File: src/rtl/multicycle_alu.sv
// Multicycle ALU: single-cycle logic/compare/shift ops, plus iterative
// shift-add multiply and restoring divide that retire one bit per cycle.
// Handshake: request accepted in IDLE, result held in DONE until taken.
module multicycle_alu #(
    parameter int WIDTH = 32,
    parameter int SHW   = $clog2(WIDTH)
) (
    input  logic             clk,
    input  logic             rst,
    input  logic             in_valid,
    output logic             in_ready,
    input  logic [4:0]       alu_op,
    input  logic [WIDTH-1:0] dataA,
    input  logic [WIDTH-1:0] dataB,
    input  logic             kill,
    output logic             out_valid,
    input  logic             out_ready,
    output logic [WIDTH-1:0] result,
    output logic             bool,
    output logic             op_err
);

    localparam int CW = $clog2(WIDTH);

    localparam logic [4:0] OP_ADD    = 5'h00;
    localparam logic [4:0] OP_SUB    = 5'h01;
    localparam logic [4:0] OP_AND    = 5'h02;
    localparam logic [4:0] OP_OR     = 5'h03;
    localparam logic [4:0] OP_XOR    = 5'h04;
    localparam logic [4:0] OP_SLL    = 5'h05;
    localparam logic [4:0] OP_SRL    = 5'h06;
    localparam logic [4:0] OP_SRA    = 5'h07;
    localparam logic [4:0] OP_BEQ    = 5'h08;
    localparam logic [4:0] OP_BNE    = 5'h09;
    localparam logic [4:0] OP_BGE    = 5'h0A;
    localparam logic [4:0] OP_BLT    = 5'h0B;
    localparam logic [4:0] OP_SLT    = 5'h0C;
    localparam logic [4:0] OP_SLTU   = 5'h0D;
    localparam logic [4:0] OP_MUL    = 5'h0E;
    localparam logic [4:0] OP_MULH   = 5'h0F;
    localparam logic [4:0] OP_MULHSU = 5'h10;
    localparam logic [4:0] OP_MULHU  = 5'h11;
    localparam logic [4:0] OP_DIV    = 5'h12;
    localparam logic [4:0] OP_DIVU   = 5'h13;
    localparam logic [4:0] OP_REM    = 5'h14;
    localparam logic [4:0] OP_REMU   = 5'h15;

    typedef enum logic [1:0] {IDLE, BUSY, DONE} state_t;

    state_t state, next_state;

    // Control registers (reset)
    logic [CW-1:0]      cnt;

    // Iteration datapath registers (no reset; loaded on every accept)
    logic [4:0]         op_q;
    logic [WIDTH-1:0]   a_q;
    logic               b_zero;
    logic               neg_res;
    logic               neg_rem;
    logic [2*WIDTH-1:0] acc;
    logic [2*WIDTH-1:0] mcand;
    logic [WIDTH-1:0]   mplier;
    logic [WIDTH-1:0]   rem;
    logic [WIDTH-1:0]   quo;
    logic [WIDTH-1:0]   divisor;

    logic               accept;
    logic               is_multi;
    logic               last_iter;
    logic               sgn_a;
    logic               sgn_b;
    logic [WIDTH-1:0]   mag_a;
    logic [WIDTH-1:0]   mag_b;
    logic [2*WIDTH-1:0] acc_step;
    logic [WIDTH:0]     rem_shift;
    logic               rem_ge;
    logic [WIDTH-1:0]   rem_step;
    logic [WIDTH-1:0]   quo_step;
    logic [WIDTH:0]     simple_res;

    // Single-cycle operations; returns {bool, result}. Unknown codes act as ADD.
    function automatic logic [WIDTH:0] simple_op(input logic [4:0] op,
                                                 input logic [WIDTH-1:0] a,
                                                 input logic [WIDTH-1:0] b);
        logic signed [WIDTH-1:0] sa;
        logic signed [WIDTH-1:0] sb;
        logic [SHW-1:0]          shamt;
        logic [WIDTH-1:0]        r;
        logic                    flag;
        sa    = a;
        sb    = b;
        shamt = b[SHW-1:0];
        r     = '0;
        flag  = 1'b0;
        case (op)
            OP_ADD:  r = a + b;
            OP_SUB:  r = a - b;
            OP_AND:  r = a & b;
            OP_OR:   r = a | b;
            OP_XOR:  r = a ^ b;
            OP_SLL:  r = a << shamt;
            OP_SRL:  r = a >> shamt;
            OP_SRA:  r = sa >>> shamt;
            OP_BEQ:  flag = (a == b);
            OP_BNE:  flag = (a != b);
            OP_BGE:  flag = (sa >= sb);
            OP_BLT:  flag = (sa < sb);
            OP_SLT:  r = {{(WIDTH-1){1'b0}}, (sa < sb)};
            OP_SLTU: r = {{(WIDTH-1){1'b0}}, (a < b)};
            default: r = a + b;
        endcase
        return {flag, r};
    endfunction

    // Magnitude of an operand when it is interpreted as signed.
    function automatic logic [WIDTH-1:0] magnitude(input logic [WIDTH-1:0] v,
                                                   input logic signed_in);
        return (signed_in && v[WIDTH-1]) ? (~v + 1'b1) : v;
    endfunction

    // Final sign correction and selection for multiply/divide results.
    function automatic logic [WIDTH-1:0] finish_op(input logic [4:0] op,
                                                   input logic [2*WIDTH-1:0] p,
                                                   input logic [WIDTH-1:0] q,
                                                   input logic [WIDTH-1:0] r,
                                                   input logic nres,
                                                   input logic nrem,
                                                   input logic bz,
                                                   input logic [WIDTH-1:0] a);
        logic [2*WIDTH-1:0] prod;
        logic [WIDTH-1:0]   res;
        prod = nres ? (~p + 1'b1) : p;
        res  = '0;
        case (op)
            OP_MUL:                        res = prod[WIDTH-1:0];
            OP_MULH, OP_MULHSU, OP_MULHU:  res = prod[2*WIDTH-1:WIDTH];
            OP_DIV, OP_DIVU:               res = bz ? '1 : (nres ? (~q + 1'b1) : q);
            OP_REM, OP_REMU:               res = bz ? a : (nrem ? (~r + 1'b1) : r);
            default:                       res = '0;
        endcase
        return res;
    endfunction

    assign accept    = (state == IDLE) && in_valid && !kill;
    assign is_multi  = (alu_op >= OP_MUL) && (alu_op <= OP_REMU);
    assign last_iter = (cnt == CW'(WIDTH - 1));

    assign sgn_a = (alu_op == OP_MULH) || (alu_op == OP_MULHSU) ||
                   (alu_op == OP_DIV)  || (alu_op == OP_REM);
    assign sgn_b = (alu_op == OP_MULH) || (alu_op == OP_DIV) || (alu_op == OP_REM);
    assign mag_a = magnitude(dataA, sgn_a);
    assign mag_b = magnitude(dataB, sgn_b);

    // One multiply step and one restoring-divide step, computed every cycle.
    assign acc_step  = mplier[0] ? (acc + mcand) : acc;
    assign rem_shift = {rem, quo[WIDTH-1]};
    assign rem_ge    = (rem_shift >= {1'b0, divisor});
    assign rem_step  = rem_ge ? (rem_shift[WIDTH-1:0] - divisor) : rem_shift[WIDTH-1:0];
    assign quo_step  = {quo[WIDTH-2:0], rem_ge};

    assign simple_res = simple_op(alu_op, dataA, dataB);

    // State register.
    always_ff @(posedge clk or posedge rst) begin
        if (rst) state <= IDLE;
        else     state <= next_state;
    end

    // Next-state and handshake outputs; kill overrides every transition.
    always_comb begin
        next_state = state;
        in_ready   = 1'b0;
        out_valid  = 1'b0;
        case (state)
            IDLE: begin
                in_ready = 1'b1;
                if (accept) next_state = is_multi ? BUSY : DONE;
            end
            BUSY: begin
                if (last_iter) next_state = DONE;
            end
            DONE: begin
                out_valid = 1'b1;
                if (out_ready) next_state = IDLE;
            end
            default: next_state = IDLE;
        endcase
        if (kill) next_state = IDLE;
    end

    // Iteration counter and registered outputs.
    always_ff @(posedge clk or posedge rst) begin
        if (rst) begin
            cnt    <= '0;
            result <= '0;
            bool   <= 1'b0;
            op_err <= 1'b0;
        end else begin
            if (kill || accept) begin
                cnt <= '0;
            end else if (state == BUSY) begin
                cnt <= last_iter ? '0 : cnt + 1'b1;
            end
            if (accept && !is_multi) begin
                result <= simple_res[WIDTH-1:0];
                bool   <= simple_res[WIDTH];
                op_err <= (alu_op > OP_REMU);
            end else if ((state == BUSY) && last_iter && !kill) begin
                result <= finish_op(op_q, acc_step, quo_step, rem_step,
                                    neg_res, neg_rem, b_zero, a_q);
                bool   <= 1'b0;
                op_err <= 1'b0;
            end
        end
    end

    // Operand capture on accept, then one multiply and divide bit per BUSY cycle.
    always_ff @(posedge clk) begin
        if (accept) begin
            op_q    <= alu_op;
            a_q     <= dataA;
            b_zero  <= (dataB == '0);
            neg_res <= (sgn_a & dataA[WIDTH-1]) ^ (sgn_b & dataB[WIDTH-1]);
            neg_rem <= sgn_a & dataA[WIDTH-1];
            acc     <= '0;
            mcand   <= {{WIDTH{1'b0}}, mag_a};
            mplier  <= mag_b;
            rem     <= '0;
            quo     <= mag_a;
            divisor <= mag_b;
        end else if (state == BUSY) begin
            acc    <= acc_step;
            mcand  <= mcand << 1;
            mplier <= mplier >> 1;
            rem    <= rem_step;
            quo    <= quo_step;
        end
    end

endmodule

File: config.mk
export PLATFORM = sky130hd
export DESIGN_NAME = multicycle_alu
export DESIGN_NICKNAME = d
export VERILOG_FILES = /design/src/rtl/multicycle_alu.sv
export SDC_FILE = /design/constraint.sdc
export NUM_CORES = 2
export LEC_CHECK = 0
export CORE_MARGIN = 2
export CORE_UTILIZATION = 35
export CTS_BUF_LIST = sky130_fd_sc_hd__clkbuf_4 sky130_fd_sc_hd__clkbuf_8
export CTS_CLUSTER_DIAMETER = 80
export CTS_CLUSTER_SIZE = 8
export DETAILED_ROUTE_END_ITERATION = 8
export DONT_BUFFER_PORTS = 1
export PLACE_DENSITY_LB_ADDON = 0.15
export SLEW_MARGIN = 10
export SYNTH_ARGS = -nofsm -noshare
export SYNTH_HDL_FRONTEND = slang
export SYNTH_SLANG_ARGS = --single-unit
File: constraint.sdc
create_clock -name clk -period 5.8 [get_ports clk]
set_input_delay 0.58 -clock clk [delete_from_list [all_inputs] [get_ports clk]]
set_output_delay 0.58 -clock clk [all_outputs]
set_load 0.02 [all_outputs]
After elaboration in Yosys (flattened, before gate mapping)
Index checks and enable logic that the tools add are counted.
- shifts and indexed selects: 3
- reduce and logical (&&, ||, !) cells: 26
- equal/unequal tests: 33
- bitwise operators: 11
- order comparisons: 7
- mux-type cells: 34
- add/subtract/negate cells: 10
- operators by type and width (cell ; number):
    32-bit 2-to-1 mux ; 15
    32-bit case mux with 10 select lines ; 1
    32-bit by 1-bit adder with 32-bit output, second input constant ; 4
    64-bit 2-to-1 mux ; 2
    32-bit inverter ; 4
    32-bit case mux with 4 select lines ; 1
    64-bit by 1-bit adder with 64-bit output, second input constant ; 1
    64-bit adder ; 1
    32-bit less-than comparator ; 2
    64-bit inverter ; 1
    32-bit subtractor ; 2
    5-bit == test, second input constant ; 10
    5-bit by 4-bit == test with 1-bit output, second input constant ; 9
    33-bit by 32-bit >= comparator with 1-bit output ; 1
    32-bit adder ; 1
    32-bit bitwise AND ; 1
    32-bit == test ; 1
    32-bit >= comparator ; 1
    32-bit logical NOT ; 1
    32-bit != test ; 1
    32-bit bitwise OR ; 1
    32-bit by 5-bit left shift with 32-bit output ; 1
    32-bit by 5-bit right shift with 32-bit output ; 1
    32-bit by 5-bit >>> shifter with 32-bit output ; 1
    27 further kinds ; 60
- logic and storage cells: 141
- bits of input ports: 74
- flip-flop bits (word level): 337
- output and inout port bits: 36

Longest topological paths before layout
- depth in word-level cells: 9
- depth in mapped cells: 26
- depth with buffers taken out: 21

Worst setup path before layout
No wires, ideal clock.
- path kind: reg2reg
- start: register divisor[12]
- end: register result[18]
- data required time: 5664 ps
- setup time: 136 ps
- setup slack: 102 ps
- period minus slack after synthesis: 5698 ps
- arrival: 5563 ps
- buffers on the path: 5
- cell stages (with the launch flop): 27
- path through: edfxtp_1 inv_1 ha_1 clkbuf_1 nand2_1 o21ai_0 a21oi_1 o221a_2 a21o_1 nand2_1 clkbuf_1 clkbuf_1 clkbuf_1 clkbuf_1 nand2_1 o21ai_0 ha_1 nand2_1 nor4_1 mux2i_1 nor4_1 nand2_1 nand3_1 o21ai_0 a221o_1 a221oi_1 o21ai_0
- word-level cells in the longest chain between the ends: 9
- elaborated cells on any way between the ends: 14
- classes of those cells: 3 x add/sub; 1 x order compare; 8 x mux; 2 x bitwise
- ends and longest elaborated chain (item ; RTL line ; RTL):
    from (decl) ; 66 ; logic [WIDTH-1:0] divisor;
    from (signal assigned) ; 231 ; divisor <= mag_b;
    32-bit subtractor or 33-bit by 32-bit >= comparator with 1-bit output (tied branches) ; 159, 158 ;
    32-bit 2-to-1 mux ; 159 ; assign rem_step = rem_ge ? (rem_shift[WIDTH-1:0] - divisor) : rem_shift[WIDTH-1:0];
    32-bit inverter ; 139 ; OP_REM, OP_REMU: res = bz ? a : (nrem ? (~r + 1'b1) : r);
    32-bit by 1-bit adder with 32-bit output ; 139 ;
    32-bit 2-to-1 mux (2 in a row) ; 139 ;
    32-bit case mux with 4 select lines * ; 135 ; case (op)
    32-bit 2-to-1 mux * ; 209 ; end else if ((state == BUSY) && last_iter && !kill) begin
    32-bit 2-to-1 mux * ; 205 ; if (accept && !is_multi) begin
    to (signal assigned) ; 206 ; result <= simple_res[WIDTH-1:0];
    to (signal assigned) ; 210 ; result <= finish_op(op_q, acc_step, quo_step, rem_step,
    to (decl) ; 18 ; output logic [WIDTH-1:0] result,
Every way passes the cells marked *; elsewhere a longest branch is shown, timed or not. The select of a mux whose other input is x is not followed.
A chain may end at the register's enable or synchronous reset.

Worst setup path in the final report
- start: register mcand[0]
- end: register result[24]
- word-level cells in the longest chain between the ends: 8
- ends and longest elaborated chain (item ; RTL line ; RTL):
    from (decl) ; 62 ; logic [2*WIDTH-1:0] mcand;
    from (signal assigned) ; 227 ; mcand <= {{WIDTH{1'b0}}, mag_a};
    from (signal assigned) ; 234 ; mcand <= mcand << 1;
    64-bit adder * ; 156 ; assign acc_step = mplier[0] ? (acc + mcand) : acc;
    64-bit 2-to-1 mux * ; 156 ;
    64-bit inverter ; 133 ; prod = nres ? (~p + 1'b1) : p;
    64-bit by 1-bit adder with 64-bit output ; 133 ;
    64-bit 2-to-1 mux * ; 133 ;
    32-bit case mux with 4 select lines * ; 135 ;
    32-bit 2-to-1 mux * ; 209 ;
    32-bit 2-to-1 mux * ; 205 ;
Marks and branches as above.

==> results.txt <==
Detail Placement HPWL - 125.8 mm
Largest delay share family, worst path - simple AND/OR/NAND/NOR gates
Vias - 35946
P per Cell Area - 226.0 nW/um2
Ys Warns - 0
Die area - 99160 um2
Worst-path clk slew - 0.08 ns
P_int - 4.800 mW
CP startpoint kind - flop
CTS Sinks - 337
Slowest-stage cell, CP - or4_1
#FFs+latches synth - 337
# IOs - 110
Crit share post-route - 0.9451
Kind of critical path - flop to flop
Maximum clock insertion buffer count - 3
Worst reg2reg path startpoint - mcand[0]
Hold Startpoint - dataA[0]
Relative slew slack - 0.1537
Final Hold Fails - 0
Row Count - 114
Residual DRC - 0
Clk pwr share - 0.256
Post-synth top flop - edfxtp_1
Max_cap viols - 0
Crit-path max FO - 7
PortBufs - 0
Initial DRC count - 4039
Crit path DAT - 6.15 ns
Worst ir drop on vdd - 0.1497 mV
Root Driver - clkbuf_8
Total CTS buffers - 50
TNS Setup - 0 ns
Via-per-instance ratio - 6.282
Post-synth EDFFs - 168
Die width - 314.9 um
First-pass GRT wire length - 237.3 mm
Tot Pwr - 8.286 mW
Post-Syn Area - 33830 um2
CP bufs+invs - 2
Initial antenna violation count - 5
Syn avg cell area - 7.523 um2
CP endpoint kind - flop
Leakage power - 13.74 nW
TritonRoute pass-1 iters - 6
Setup Viol. Count Final - 0
Logic gate share of total power - 0.374
Most frequent CP cell - o21ai_0
Total grt overflow - 0
Sequential share of the synthesized area - 0.2552
GPL Wtd Cong - 1.001
Setup repair after global routing missed its margin - no
Htree depth - 2
Clk_skew - 0.03813 ns
Path category of the worst min-delay check - input pin to flop
Most frequent cells in the layout - 588 x nand2_1, 487 x o21ai_0, 371 x nor2_1, 371 x a21oi_1, 199 x ha_1
Mapped Nets - 4774
Post-route ant nets - 0
CTS tree - yes
Vias in the first global route - 33528
Net switching power - 3.486 mW
WP data required - 6.47 ns
Layout cells sized above 1 - 0.06667
Fmax - 182.4 MHz
Area growth syn-to-layout - 8.385%
Post-route design area - 36670 um2
Worst Tran Pin Value - 1.266 ns
Fraction of registers with async set/reset - 0.1217
Pin count of the biggest net entering global routing - 165
Delay of the slowest critical-path stage - 0.62 ns
Routed WL per cell - 28.94 um
Placed Area - 35220 um2
Synth unique cells - 93
CP Cell Sequence - ha_1 > inv_1 > fa_1 > nor2b_1 > o31a_1 > o21ai_0 > o21ai_0 > buf_4 > a21oi_1 > xor2_1 > o21ai_0 > or4_1 > or2_2 > or3_1 > nor4_1 > a311oi_1 > a21oi_1 > a211o_1
Tmin final - 5.482 ns
Starting Density - 0.3514
NumNets Final - 4682
Final Max Slew Viols - 0
Post-Route WL - 165.6 mm
All-Layer GR Usage - 0.3246
Critical Path Start - mcand[0]
Sw Ratio - 0.4207
Commonest non-fill, non-tap cell in the layout - nand2_1
Worst-Skew Late Latency - 0.75 ns
Die height - 314.9 um
Core ar. - 96280 um2
Reg power frac - 0.370
Gate count after technology mapping - 4497
Status - finished clean
## sequential cells by signal (all words and copies together), names as in the netlist
register and cells:
divisor 32, quo 32, neg_res 1, op_q 5, mcand 64, neg_rem 1
mplier 32, state 2, cnt 5, b_zero 1, a_q 32, rem 32
result 32, acc 64, op_err 1, bool 1
## per-layer routing
| layer | share of wire | up-vias | GRT usage | routed length (um) |
|---|---|---|---|---|
| met4 | 0.065 | 2 | 0.1769 | 10700 |
| li1 | - | 16466 | - | - |
| met3 | 0.084 | 388 | 0.06190 | 13880 |
| met1 | 0.41 | 17409 | 0.4216 | 68210 |
| met2 | 0.44 | 1681 | 0.5073 | 72790 |
| met5 | 0.000066 | - | 0 | 11 |
## stage by stage
| step | util | setup slack, ns | std cells | hold WS (ns) |
|---|---|---|---|---|
| finish | 0.3808 | 0.3183 | 5722 | 0.07129 |
| global route | 0.3807 | 0.01540 | 5717 | 0.05268 |
| CTS | 0.3804 | 0.1273 | 5716 | 0.02672 |
| detailed placement | 0.3658 | 0.1738 | 5587 | 0.4701 |
| global placement | 0.3658 | 0.2702 | 5587 | 0.4634 |
| floorplan | - | 0.1017 | 4497 | 0.4456 |
## cells in the mapped netlist (40+ instances only)
master    instances  area, um2
o211ai_1         40      300.3
a211oi_1         54      405.4
o21a_1           79      593.1
or3_1            51      319.1
dfxtp_1         128       2562
nor4_1           43      269.0
a31oi_1          50      312.8
a21oi_1         371       1857
xor2_1           65      569.3
dfrtp_1          41       1026
o21bai_1         41      307.8
o21ai_0         487       2437
nor2_1          373       1400
nand2_1         589       2211
clkbuf_1        250      938.4
nand3_1         140      700.7
nor3_1           96      480.5
ha_1            199       2490
edfxtp_1        168       5045
nand4_1          67      419.2
mux2i_1         100       1001
o31ai_1          64      480.5
a21o_1           55      412.9
inv_1           167      626.9
xnor2_1         158       1384
## cell type report
type | instances | area [um2]
fillers | 10161 | 59610
multi-input cells | 3687 | 23480
flip-flops and latches | 337 | 8633
well taps | 1276 | 1597
repair buffers | 157 | 1296
clock buffers | 81 | 927.1
inverters | 172 | 655.6
clock inverters | 6 | 60.06
diodes | 6 | 15.01
## final timing paths
path                            slack (ns)          to  depth (start not counted)
worst min register to register        0.48     rem[30]                          2
max in group asynchronous             4.78   result[2]                          3
worst max register to register        0.32  result[24]                         18
min in group asynchronous             0.48      cnt[3]                          3
worst max-delay path                  0.32  result[24]                         18
worst min-delay path                  0.07      quo[0]                          2
## power by group through the flow
stage,logic (mW),registers (mW),clock network (mW)
2_1_floorplan,2.06,2.97,0
3_3_place_gp,2.99,3.10,0
3_5_place_dp,2.97,3.10,0
4_1_cts,3.02,3.05,2.16
5_1_grt,3.33,3.08,2.25
6_report,3.10,3.06,2.12
## cells by family after synthesis
family,after synthesis,share of synthesized area
xor gates and xnor gates,223,0.05774
AOI/OAI and AO/OA,1557,0.2911
adders and majority gates,203,0.07597
DFF,337,0.2552
and+or+nand+nor,1566,0.2153
muxes,138,0.05156
buffers and inverters,473,0.05315
## timing repair
item | 4_1_cts | 5_1_grt
hold endpoints to repair | 83 | 0
hold buffers | 42 | 0
setup buffers | 0 | 0
resized for setup | 0 | 6
endpoints found under the setup margin | 0 | 5
Power figures use the tool's default switching activity.
